File: src/rtl/drop_ctrl_pkg.sv
`default_nettype none
// ============================================================================
//  Module   : drop_ctrl_pkg
//  Purpose  : Shared definitions for the gravity/drop controller: FSM state
//             encoding and default sizing parameters.
//  Ports    : none (package)
//  Revision : 1.0 - initial release
// ============================================================================
package drop_ctrl_pkg;

  // Cycles a grounded piece waits before locking (0.5 s at 100 MHz).
  localparam int unsigned LOCK_DELAY_DEFAULT = 50_000_000;

  // Width of the hard-drop row counter.
  localparam int unsigned ROWS_LEN_DEFAULT   = 5;

  // Drop controller states, explicit 3-bit encoding.
  typedef enum logic [2:0] {
    ST_IDLE   = 3'd0,
    ST_REQ    = 3'd1,
    ST_COMMIT = 3'd2,
    ST_GROUND = 3'd3,
    ST_LOCK   = 3'd4
  } state_e;

endpackage : drop_ctrl_pkg
`default_nettype wire

File: src/rtl/drop_ctrl_lock_timer.sv
`default_nettype none
// ============================================================================
//  Module   : lock_timer
//  Purpose  : Lock-delay counter for a grounded piece. Counts up from zero
//             while enabled and flags 'expired' when the count reaches
//             LOCK_DELAY-1, so a caller that acts on 'expired' in a registered
//             FSM sees its action exactly LOCK_DELAY cycles after the count
//             started.
//  Ports    : clk     - system clock
//             rst     - asynchronous active-high reset
//             clear   - synchronous clear to zero (dominates enable)
//             enable  - count one per cycle
//             expired - count == LOCK_DELAY-1
//  Revision : 1.0 - initial release
// ============================================================================
module lock_timer
  import drop_ctrl_pkg::*;
#(
  parameter int unsigned LOCK_DELAY = LOCK_DELAY_DEFAULT
) (
  input  logic clk,
  input  logic rst,
  input  logic clear,
  input  logic enable,
  output logic expired
);

  // Counter only has to reach LOCK_DELAY-1; guard the degenerate delay of 1.
  localparam int unsigned     CNT_W    = (LOCK_DELAY > 1) ? $clog2(LOCK_DELAY) : 1;
  localparam logic [CNT_W-1:0] CNT_LAST = CNT_W'(LOCK_DELAY - 1);

  logic [CNT_W-1:0] cnt_q;
  logic [CNT_W-1:0] cnt_d;

  assign expired = (cnt_q == CNT_LAST);

  always_comb begin
    cnt_d = cnt_q;
    if (clear) begin
      cnt_d = '0;
    end else if (enable && !expired) begin
      // Hold at the terminal count rather than wrapping.
      cnt_d = cnt_q + 1'b1;
    end
  end

  always_ff @(posedge clk or posedge rst) begin
    if (rst) begin
      cnt_q <= '0;
    end else begin
      cnt_q <= cnt_d;
    end
  end

endmodule : lock_timer
`default_nettype wire

File: src/rtl/drop_ctrl.sv
`default_nettype none
// ============================================================================
//  Module   : drop_ctrl
//  Purpose  : Gravity/drop controller. Turns fall-timer expiry and soft/hard
//             drop keys into a request/acknowledge descent test with the
//             board, then commits the move or grounds the piece, runs the
//             lock delay and locks it. Pulses fall_rst after every committed
//             gravity/soft step and after every lock.
//  Ports    : clk          in  - system clock
//             rst          in  - asynchronous active-high reset
//             game_active  in  - low freezes gameplay
//             timeout      in  - fall timer expired (level)
//             soft_drop    in  - one-cycle key pulse
//             hard_drop    in  - one-cycle key pulse
//             piece_moved  in  - one-cycle pulse, lateral move/rotation done
//             mv_req       out - ask board to test piece at y+1
//             mv_ack       in  - one-cycle pulse, test result valid
//             mv_ok        in  - test result, 1 = descent legal
//             commit       out - one-cycle pulse, board applies y+1
//             lock         out - one-cycle pulse, board writes piece
//             fall_rst     out - one-cycle pulse to fall timer reset
//             rows_dropped out - rows descended by last hard drop (with lock)
//             busy         out - controller not idle
//  Revision : 1.0 - initial release
// ============================================================================
module drop_ctrl
  import drop_ctrl_pkg::*;
#(
  parameter int unsigned LOCK_DELAY = LOCK_DELAY_DEFAULT,
  parameter int unsigned ROWS_LEN   = ROWS_LEN_DEFAULT
) (
  input  logic                clk,
  input  logic                rst,
  input  logic                game_active,
  input  logic                timeout,
  input  logic                soft_drop,
  input  logic                hard_drop,
  input  logic                piece_moved,
  output logic                mv_req,
  input  logic                mv_ack,
  input  logic                mv_ok,
  output logic                commit,
  output logic                lock,
  output logic                fall_rst,
  output logic [ROWS_LEN-1:0] rows_dropped,
  output logic                busy
);

  localparam logic [ROWS_LEN-1:0] ROWS_MAX = '1;

  // --------------------------------------------------------------------------
  // State
  // --------------------------------------------------------------------------
  state_e              state_q, state_d;
  logic                hard_q, hard_d;     // current sequence is a hard drop
  logic [ROWS_LEN-1:0] rows_q, rows_d;     // rows committed by this hard drop
  logic                guard_q;            // fall_rst was high last cycle

  // Registered outputs, loaded from the next state so every output is a flop.
  logic                mv_req_q,   mv_req_d;
  logic                commit_q,   commit_d;
  logic                lock_q,     lock_d;
  logic                fall_rst_q, fall_rst_d;
  logic                busy_q,     busy_d;
  logic [ROWS_LEN-1:0] rows_out_q, rows_out_d;

  logic                lock_expired;
  logic                timer_clear;
  logic                timer_en;

  // --------------------------------------------------------------------------
  // Lock delay timer: held at zero outside GROUND, so GROUND entry always
  // starts from a fresh count and leaving GROUND discards any progress.
  // --------------------------------------------------------------------------
  assign timer_clear = (state_q != ST_GROUND);
  assign timer_en    = (state_q == ST_GROUND);

  lock_timer #(
    .LOCK_DELAY (LOCK_DELAY)
  ) u_lock_timer (
    .clk     (clk),
    .rst     (rst),
    .clear   (timer_clear),
    .enable  (timer_en),
    .expired (lock_expired)
  );

  // --------------------------------------------------------------------------
  // Next-state logic
  // --------------------------------------------------------------------------
  always_comb begin
    state_d = state_q;
    hard_d  = hard_q;
    rows_d  = rows_q;

    case (state_q)
      ST_IDLE: begin
        if (game_active) begin
          if (hard_drop) begin
            state_d = ST_REQ;
            hard_d  = 1'b1;
            rows_d  = '0;
          end else if (soft_drop || (timeout && !guard_q)) begin
            // timeout is still high the cycle after fall_rst because the
            // fall timer has not yet seen its reset; guard_q masks it.
            state_d = ST_REQ;
            hard_d  = 1'b0;
          end
        end
      end

      ST_REQ: begin
        // The handshake is always completed, even when gameplay freezes,
        // so the board never sees a request withdrawn mid-test.
        if (mv_ack) begin
          if (!game_active) begin
            state_d = ST_IDLE;
          end else if (mv_ok) begin
            state_d = ST_COMMIT;
          end else if (hard_q) begin
            state_d = ST_LOCK;
          end else begin
            state_d = ST_GROUND;
          end
        end
      end

      ST_COMMIT: begin
        if (hard_q) begin
          if (rows_q != ROWS_MAX) begin
            rows_d = rows_q + 1'b1;
          end
          state_d = ST_REQ;
        end else begin
          state_d = ST_IDLE;
        end
      end

      ST_GROUND: begin
        if (!game_active || piece_moved) begin
          state_d = ST_IDLE;
        end else if (hard_drop || lock_expired) begin
          state_d = ST_LOCK;
        end
      end

      ST_LOCK: begin
        state_d = ST_IDLE;
      end

      default: begin
        state_d = ST_IDLE;
      end
    endcase
  end

  // --------------------------------------------------------------------------
  // Output decode from the next state (registered below)
  // --------------------------------------------------------------------------
  always_comb begin
    mv_req_d   = (state_d == ST_REQ);
    commit_d   = (state_d == ST_COMMIT);
    lock_d     = (state_d == ST_LOCK);
    busy_d     = (state_d != ST_IDLE);
    // A hard drop restarts gravity only once, at its final lock.
    fall_rst_d = ((state_d == ST_COMMIT) && !hard_d) || (state_d == ST_LOCK);
    rows_out_d = ((state_d == ST_LOCK) && hard_d) ? rows_d : '0;
  end

  // --------------------------------------------------------------------------
  // Registers
  // --------------------------------------------------------------------------
  always_ff @(posedge clk or posedge rst) begin
    if (rst) begin
      state_q    <= ST_IDLE;
      hard_q     <= 1'b0;
      rows_q     <= '0;
      guard_q    <= 1'b0;
      mv_req_q   <= 1'b0;
      commit_q   <= 1'b0;
      lock_q     <= 1'b0;
      fall_rst_q <= 1'b0;
      busy_q     <= 1'b0;
      rows_out_q <= '0;
    end else begin
      state_q    <= state_d;
      hard_q     <= hard_d;
      rows_q     <= rows_d;
      guard_q    <= fall_rst_q;
      mv_req_q   <= mv_req_d;
      commit_q   <= commit_d;
      lock_q     <= lock_d;
      fall_rst_q <= fall_rst_d;
      busy_q     <= busy_d;
      rows_out_q <= rows_out_d;
    end
  end

  assign mv_req       = mv_req_q;
  assign commit       = commit_q;
  assign lock         = lock_q;
  assign fall_rst     = fall_rst_q;
  assign busy         = busy_q;
  assign rows_dropped = rows_out_q;

endmodule : drop_ctrl
`default_nettype wire

File: config.mk
export PLATFORM = sky130hd
export DESIGN_NAME = drop_ctrl
export DESIGN_NICKNAME = d
export VERILOG_FILES = /design/src/rtl/drop_ctrl_pkg.sv /design/src/rtl/drop_ctrl_lock_timer.sv /design/src/rtl/drop_ctrl.sv
export SDC_FILE = /design/constraint.sdc
export NUM_CORES = 1
export LEC_CHECK = 0
export ABC_AREA = 1
export BUFFER_PORTS_ARGS = -buffer_cell sky130_fd_sc_hd__buf_4
export CELL_PAD_IN_SITES_DETAIL_PLACEMENT = 2
export CELL_PAD_IN_SITES_GLOBAL_PLACEMENT = 2
export CORE_ASPECT_RATIO = 0.5
export CORE_UTILIZATION = 37
export DETAILED_ROUTE_END_ITERATION = 16
export PLACE_DENSITY_LB_ADDON = 0.1
export SYNTH_ARGS = -nofsm -noshare
export SYNTH_HDL_FRONTEND = slang
export SYNTH_SLANG_ARGS = --single-unit
File: constraint.sdc
create_clock -name clk -period 4.02 [get_ports clk]
set_input_delay 0 -clock clk [delete_from_list [all_inputs] [get_ports clk]]
set_output_delay 0 -clock clk [all_outputs]
set_load 0.005 [all_outputs]
Word-level counts from Yosys, hierarchy flattened:

Cells that the tools add are included.
Widths: inputs -> output; s select.

* $add $sub $neg: 2
* mux-type cells: 23
* eq/ne operators: 9
* reduce and logical (&&, ||, !) cells: 15

Operator list (count)
* $mux 26: 2
* $mux 3: 9
* $add 26x1->26 const B: 1
* $eq 26x26->1 const B: 1
* $mux 5: 5
* $pmux 3 s4: 1
* $pmux 5 s2: 1
* $eq 3x2->1 const B: 3
* $eq 3x1->1 const B: 2
* $add 5x1->5 const B: 1
* $mux 1: 5
* $ne 5x5->1 const B: 1
* $logic_and 1x1->1: 4
* $logic_not 1->1: 4
* $logic_or 1x1->1: 4
* $eq 3x3->1 const B: 1
* $logic_not 3->1: 1
* $ne 3x2->1 const B: 1
* $reduce_bool 3->1: 1
* $reduce_bool 2->1: 1

* bits in registers: 46
* word-level logic and storage cells: 60

Logic depth before layout (Yosys ltp):

Gate-level depths: netlist (run 1).

* word-level depth: 10
* gate-level depth with buffers: 11

Modules after synthesis:

From an unflattened synthesis (run 1), not the netlist that was laid out.

* cell total of the unflattened synthesis: 414
* area, all modules: 2821.5 sq um

By module, submodules not included
* lock_timer: area an instance 1811.7 sq um, cells an instance 286, instances 1, seq. area each 650.6 sq um
* drop_ctrl: area an instance 1009.7 sq um, cells an instance 128, instances 1, seq. area each 500.5 sq um

Worst setup path after synthesis (run 1):

No wires, ideal clock.

* path kind: reg2reg
* start point: reg u_lock_timer.cnt_q[0]
* end point: reg rows_out_q[1] (netlist: rows_dropped[1])
* period minus slack after synthesis: 1389 ps
* library setup time: 69 ps
* arrival: 1319 ps
* slack: 2631 ps
* cell stages (with the launch flop): 12
* required time: 3951 ps
* path buffers: 0
* cells stage by stage: dfrtp_1 > ha_1 > nand2_2 > nor2_4 > nand2_2 > nor2_4 > nand2_4 > nand2_2 > nand2_2 > nand2_4 > nand2_4 > nor2_2

* longest elaborated chain between the ends: 8

RTL lines
* from (decl): RTL line drop_ctrl_lock_timer.sv:32 `logic [CNT_W-1:0] cnt_q;`
* from (signal assigned): RTL line drop_ctrl_lock_timer.sv:51 `cnt_q <= cnt_d;`
* $eq 26x26->1: RTL line drop_ctrl_lock_timer.sv:35 `assign expired = (cnt_q == CNT_LAST);`
* $logic_or 1x1->1: RTL line drop_ctrl.sv:142 `end else if (hard_drop || lock_expired) begin`
* $mux 3: RTL line drop_ctrl.sv:142
* $mux 3: RTL line drop_ctrl.sv:140 `if (!game_active || piece_moved) begin`
* $pmux 3 s4: RTL line drop_ctrl.sv:96 `case (state_q)`
* named net state_d[2]: RTL line drop_ctrl.sv:54 `state_e state_q, state_d;`
* $eq 3x3->1: RTL line drop_ctrl.sv:167 `rows_out_d = ((state_d == ST_LOCK) && hard_d) ? rows_d : '0;`
* $logic_and 1x1->1: RTL line drop_ctrl.sv:167
* $mux 5: RTL line drop_ctrl.sv:167
* named net rows_out_d[1]: RTL line drop_ctrl.sv:65 `logic [ROWS_LEN-1:0] rows_out_q, rows_out_d;`
* to (signal assigned): RTL line drop_ctrl.sv:195 `rows_out_q <= rows_out_d;`
* to (decl): RTL line drop_ctrl.sv:65

The timed path passes the listed nets, and every way through them passes these cells.
A chain may end at the register's enable or synchronous reset.

Final worst setup path (run 1):

* start point: reg state_q[2]
* end point: reg u_lock_timer.cnt_q[0]

* longest elaborated chain between the ends: 3
* elaborated cells between the ends (all ways): 5

RTL lines
* from (decl): RTL line drop_ctrl.sv:54
* from (signal assigned): RTL line drop_ctrl.sv:186 `state_q <= state_d;`
* $eq 3x2->1: RTL line drop_ctrl.sv:76 `assign timer_en = (state_q == ST_GROUND);`
* $logic_and 1x1->1: RTL line drop_ctrl_lock_timer.sv:41 `end else if (enable && !expired) begin`
* $reduce_bool 2->1 (no line)

Parallel ways exist; a longest one is shown, timed or not.

==> results_dict.tcl, run 1 <==
set metrics [dict create \
    status "finished, final reports clean" \
    drc 0 \
    insertion_delay_ns 0.31 \
    synth_area_mm2 0.00256 \
    grt_usage_pct 24.5 \
    period_share_pct 47.9 \
    period_minus_slack_ns 1.92 \
    cts_buffers 5 \
    nFillCells 751 \
    portBuffers 18 \
    final_common_cell "nand2_1" \
    grt_pass1_vias 2655 \
    clkTransAtPathRegs_ns 0.07 \
    power_frac_seq_pct 45.8 \
    p_sw_mw 0.370 \
    critPathRequiredTime_ns 4.24 \
    max-vdd-ir-drop_mv 0.209 \
    core_area_mm2 0.00636 \
    dieArea_mm2 0.00727 \
    crit_fanout 20 \
    routedWlPerCell_um 17.6 \
    finalPower_mw 1.16 \
    power_density_mw_per_mm2 395 \
    drt_first_pass_iters 4 \
    post-cts-setup-buffer-count 0 \
    syn_inst 345 \
    pwr-share-clk_pct 37.0 \
    critPathLaunchType "flip-flop" \
    drive_gt1_share_pct 15.9 \
    finalSetupTns_ns 0 \
    nets 380 \
    grt_max_degree 47 \
    htreeDepth 2 \
    synth_cell_types 27 \
    rsz0062_at_grt "false" \
    p_leak_nw 1.40 \
    hold_viol 0 \
    antenna_found_initial 0 \
    hp-class "in2reg" \
    fin_worst_skew_ns 0.00745 \
    relSlewSlack_pct 31.7 \
    regArea_mm2 0.00115 \
    cts_sinks 46 \
    diodes 0 \
    ant_nets 0 \
    root_buffer "clkbuf_16" \
    rows 20 \
    final_cell_mix "nand2_1 (72), inv_1 (54), nor2_1 (50), dfrtp_1 (46), nand3_1 (24)" \
    overflow 0 \
    ys_seq_area_share_pct 45.0 \
    slowest_delay_ns 0.60 \
    die_w_um 120 \
    path_cells "inv_1 > nand3_2 > inv_1 > nand3_1 > o21ai_0" \
    clk_path_buf_depth 2 \
    start_util_pct 40.3 \
    worst_pin_slew_ns 1.02 \
    timing.fmax_mhz 520 \
    grt_pass1_wl_um 13300 \
    worstPathArrival_ns 2.14 \
    syn_nets 356 \
    crit_path_top_delay_cell "inv_1" \
    cts_tree "yes" \
    die_h_um 60.8 \
    drt_iter0_drc 94 \
    crit_top_cell "inv_1" \
    num_vias 2349 \
    critPathCaptureType "flip-flop" \
    finalSetupViolCount 0 \
    area_delta_synth_final_pct 15.2 \
    gp_congestion 0.877 \
    worst-setup-path-type "reg2reg" \
    pin_count 19 \
    multiInputGateArea_mm2 0.00117 \
    max-cap-violations 0 \
    drt-total-wl_um 8050 \
    yosys_warnings 0 \
    hpwl_um 5810 \
    yosys_register_bits 46 \
    final-max-slew-violation-count 0 \
    avgSynthCellArea_um2 7.42 \
    switching_share_pct 31.8 \
    viasPerCell 5.13 \
    cell_internal_pwr_mw 0.794 \
    p_comb_share_pct 17.3 \
]
## worst max-delay path, delay by kind of cell, from the launching register on
family                 cells  cell delay [ns]
AO/OA/AOI/OAI              1             0.23
buffers and inverters      2             0.70
AND/OR/NAND/NOR            2             0.51
flip-flops                 1             0.39
## sequential cells by signal, indices dropped and copies added (netlist names)
name / flops
u_lock_timer.cnt_q: 26
rows_dropped: 5
rows_q: 5
state_q: 3
busy: 1
commit: 1
fall_rst: 1
guard_q: 1
hard_q: 1
lock: 1
mv_req: 1
## repair_timing
action / in CTS / in global routing
endpoints found under the hold margin: 46 / 0
resized for setup: 0 / 0
hold buffers: 1 / 0
setup endpoints to repair: 0 / 0
## Yosys cell counts
| master | instances | area (um2) |
|---|---|---|
| or2_2 | 1 | 6.26 |
| nor2_1 | 50 | 188 |
| nor3_1 | 9 | 45.0 |
| a31oi_1 | 2 | 12.5 |
| o21ai_1 | 2 | 10.0 |
| nand3_1 | 24 | 120 |
| buf_2 | 1 | 5.00 |
| nor2_4 | 3 | 33.8 |
| dfrtp_1 | 46 | 1150 |
| xnor2_1 | 1 | 8.76 |
| nand2_2 | 7 | 43.8 |
| nor2_2 | 9 | 56.3 |
| nor3_4 | 1 | 16.3 |
| nand2_4 | 3 | 33.8 |
| nand4_1 | 8 | 50.1 |
| inv_1 | 55 | 206 |
| inv_2 | 4 | 15.0 |
| and2_1 | 1 | 6.26 |
| xor2_1 | 3 | 26.3 |
| and2_4 | 1 | 8.76 |
| a21oi_1 | 15 | 75.1 |
| nand2_1 | 72 | 270 |
| ha_1 | 2 | 25.0 |
| o21ai_0 | 20 | 100 |
| nand3_2 | 3 | 30.0 |
| clkbuf_4 | 1 | 7.51 |
| a22oi_1 | 1 | 7.51 |
## metrics by stage
step | hold WS, ns | instances | worst slack, ns | instance area (um2) | util (%)
2_1_floorplan | 0.195 | 345 | 2.63 | 2560 | -
3_3_place_gp | 0.294 | 449 | 2.30 | 2790 | 43.9
3_5_place_dp | 0.320 | 449 | 2.13 | 2790 | 43.9
4_1_cts | 0.0391 | 458 | 2.06 | 2950 | 46.4
5_1_grt | 0.0558 | 458 | 1.92 | 2950 | 46.4
6_report | 0.0365 | 458 | 2.10 | 2950 | 46.4
## kinds of logic (layout without fill, tap and decap cells)
group           count (synthesis)  count (layout)  share of synthesized area [%]
fa+ha+maj                       2               2                          0.978
buf+inv                        61              86                           9.14
xor+xnor                        4               4                           1.37
flops                          46              46                           45.0
compound gates                 40              40                           8.02
simple gates                  192             192                           35.5
## worst paths after layout
path,to,cells after the start,slack (ns),start
worst max register to register,u_lock_timer.cnt_q[0],5,2.10,state_q[2]
worst min register to register,guard_q,0,0.39,fall_rst
worst max-delay path,u_lock_timer.cnt_q[0],5,2.10,state_q[2]
min in group asynchronous,u_lock_timer.cnt_q[5],3,0.51,rst
max in group asynchronous,u_lock_timer.cnt_q[15],3,2.88,rst
worst min-delay path,mv_req,4,0.04,mv_ack
## layout make-up
class	instances	share of cell area, %
Timing Repair Buffer	19	4.92
Clock buffer	5	4.24
Sequential cell	46	39.0
Multi-Input combinational cell	238	39.8
Tap cell	88	3.74
Clock inverter	3	0.722
Inverter	59	7.51
## per-layer routing
metal | GRT usage, % | part of all wire, % | wire (um) | vias up
li1 | - | - | - | 1132
met1 | 29.9 | 48 | 3880 | 1181
met5 | 0 | 0 | 0 | -
met4 | 8.04 | 1.2 | 100 | 0
met2 | 45.1 | 48 | 3880 | 28
met3 | 4.79 | 2.4 | 197 | 8
## power groups by stage
stage               Combinational [mW]  Sequential, mW  Clock [mW]
global placement                 0.185           0.536           0
global route                     0.226           0.537       0.451
floorplan                        0.125           0.531           0
finish                           0.201           0.532       0.430
CTS                              0.205           0.534       0.442
detailed placement               0.198           0.539           0
Power figures use the tool's default switching activity.
==> run 2, diff against run 1 <==
Settings changed: ABC_AREA 1 to 0, CORE_UTILIZATION 37 to 34.
Clock period 4.02 ns to 1.6 ns, I/O delays scaled along.
==> results_dict.tcl, run 2 <==
set metrics [dict create \
    viasPerCell 5.61 \
    synth_area_leaders "dfrtp_1 (50%), nor2_1 (5.6%), xor2_1 (5.4%)" \
    period_minus_slack_ns 2.00 \
    ys_top_cells_by_count "dfrtp_1 (46), nor2_1 (34), nand2_1 (22)" \
    ant_nets 0 \
    insertion_delay_ns 0.30 \
    clkTransAtPathRegs_ns 0.07 \
    timing.fmax_mhz 499 \
    relSlewSlack_pct 71.3 \
    worst_pin_slew_ns 0.425 \
    clk_path_buf_depth 2 \
    worst-setup-path-type "reg2reg" \
    antenna_found_initial 0 \
    start_util_pct 36.5 \
    worst_slack_ns -0.404 \
    cts_tree "yes" \
    nFillCells 626 \
    grt_max_degree 24 \
    p_leak_nw 1.63 \
    synth_area_mm2 0.00228 \
    hold_viol 0 \
    pin_count 19 \
    yosys_register_bits 46 \
    ys.flop_type "dfrtp_1" \
    period_share_pct 125 \
    stdcell_count 410 \
    syn_inst 232 \
    post-place-cells 387 \
    yosys.area.top_type "dfrtp_1" \
    largest_register_ffs 26 \
    top_register "u_lock_timer.cnt_q" \
    critPathRequiredTime_ns 1.75 \
    area_delta_synth_final_pct 50.2 \
    drt_first_pass_iters 4 \
    final-max-slew-violation-count 0 \
    nets 332 \
    gp_congestion 0.816 \
    htreeDepth 2 \
    ys_async_sr_fraction_pct 100 \
    dieArea_mm2 0.00706 \
    crit_fanout 5 \
    diodes 0 \
    ys_seq_area_share_pct 50.5 \
    grt_pass1_vias 2462 \
    drive_gt1_share_pct 42.2 \
    synth_cell_types 47 \
    max-vdd-ir-drop_mv 0.531 \
    status "finished with violations" \
    grt_usage_pct 24.7 \
    max-cap-violations 0 \
    multiInputGateArea_mm2 0.00129 \
    critPathLaunchType "flip-flop" \
    routedWlPerCell_um 24.7 \
    violations "negative setup slack" \
    final_cell_mix "buf_4 (77), dfrtp_1 (46), nor2_1 (31), nand2_1 (20), xor2_1 (14)" \
    power_density_mw_per_mm2 978 \
    cts_buffers 5 \
    fin_worst_skew_ns 0.00547 \
    post-route-util_pct 54.8 \
    die_w_um 118 \
    drt_iter0_drc 114 \
    cts_sinks 46 \
    root_buffer "clkbuf_16" \
    portBuffers 18 \
    drc 0 \
    overflow 0 \
    regArea_mm2 0.00115 \
    num_vias 2299 \
    post-place-ws_ns -0.373 \
    syn_nets 243 \
    grt_pass1_wl_um 13100 \
    final_common_cell "buf_4" \
    yosysTopAreaCellShare_pct 50.5 \
    finalSetupViolCount 35 \
    synth_edf_count 0 \
    worstPathArrival_ns 2.15 \
    hp-class "in2reg" \
    drt-total-wl_um 10100 \
    finalSetupTns_ns -5.00 \
    die_h_um 59.9 \
    core_area_mm2 0.00626 \
    yosys_warnings 0 \
    hpwl_um 5370 \
    rows 20 \
    yosysMostFrequentCell "dfrtp_1" \
    avgSynthCellArea_um2 9.83 \
    rsz0062_at_grt "true" \
    critPathCaptureType "flip-flop" \
]
-- run 2: worst max-delay path, stage by stage, from the launching register on --
cell and delay (ns):
dfrtp_1 0.38, or4_4 0.55, nor4b_4 0.20, and4b_2 0.37, or3_1 0.19, o311ai_1 0.15
-- run 2: stage by stage --
step	hold slack, ns	cell area [um2]	total power [mW]
after floorplan	0.128	2290	1.62
after global placement	0.00390	2900	1.94
after detailed placement	0.0137	2900	1.99
after CTS	0.0536	3270	3.25
after global routing	0.0793	3430	3.46
final	0.0632	3430	3.35
-- run 2: layout make-up --
cell class	count	area share [%]
repair buffers	87	20.1
clock inverters	2	1.10
well taps	88	3.21
flip-flops and latches	46	33.6
inverters	6	0.657
clock buffers	6	3.76
multi-input cells	175	37.6
-- run 2: worst paths after layout --
| kind | to | slack (ns) | cells past startpoint | startpoint |
|---|---|---|---|---|
| worst max register to register | state_q[0] | -0.40 | 5 | u_lock_timer.cnt_q[8] |
| worst max-delay path | state_q[0] | -0.40 | 5 | u_lock_timer.cnt_q[8] |
| worst min-delay path | busy | 0.06 | 3 | piece_moved |
| min in group asynchronous | state_q[1] | 0.27 | 3 | rst |
| worst min register to register | guard_q | 0.42 | 0 | fall_rst |
| max in group asynchronous | u_lock_timer.cnt_q[25] | 0.75 | 4 | rst |
-- run 2: logic make-up after synthesis --
group / after synthesis / share of synthesized area, %
buf+inv: 11 / 2.58
mux: 2 / 0.933
flops: 46 / 50.5
simple gates: 122 / 28.6
xor+xnor: 21 / 8.06
compound gates: 28 / 8.28
fa+ha+maj: 2 / 1.10
-- run 2: repair_timing --
action	4_1_cts	5_1_grt
pin swaps	30	16
hold buffers	2	0
endpoints found under the setup margin	22	41
hold endpoints to repair	18	0
gates resized for setup	28	26
buffers inserted	10	6
-- run 2: power breakdown --
group / leakage [nW] / internal (mW) / switching (mW) / total, mW
Sequential: 0.632 / 1.25 / 0.0853 / 1.34
Combinational: 0.919 / 0.353 / 0.444 / 0.797
Clock: 0.0771 / 0.739 / 0.478 / 1.22
Total: 1.63 / 2.35 / 1.01 / 3.35
-- run 2: per-layer routing --
layer | vias up | routed length (um) | global-route usage [%]
li1 | 1011 | - | -
met1 | 1239 | 4570 | 30.2
met2 | 33 | 5170 | 45.3
met3 | 16 | 276 | 4.77
met4 | 0 | 127 | 7.88
met5 | - | 0 | 0
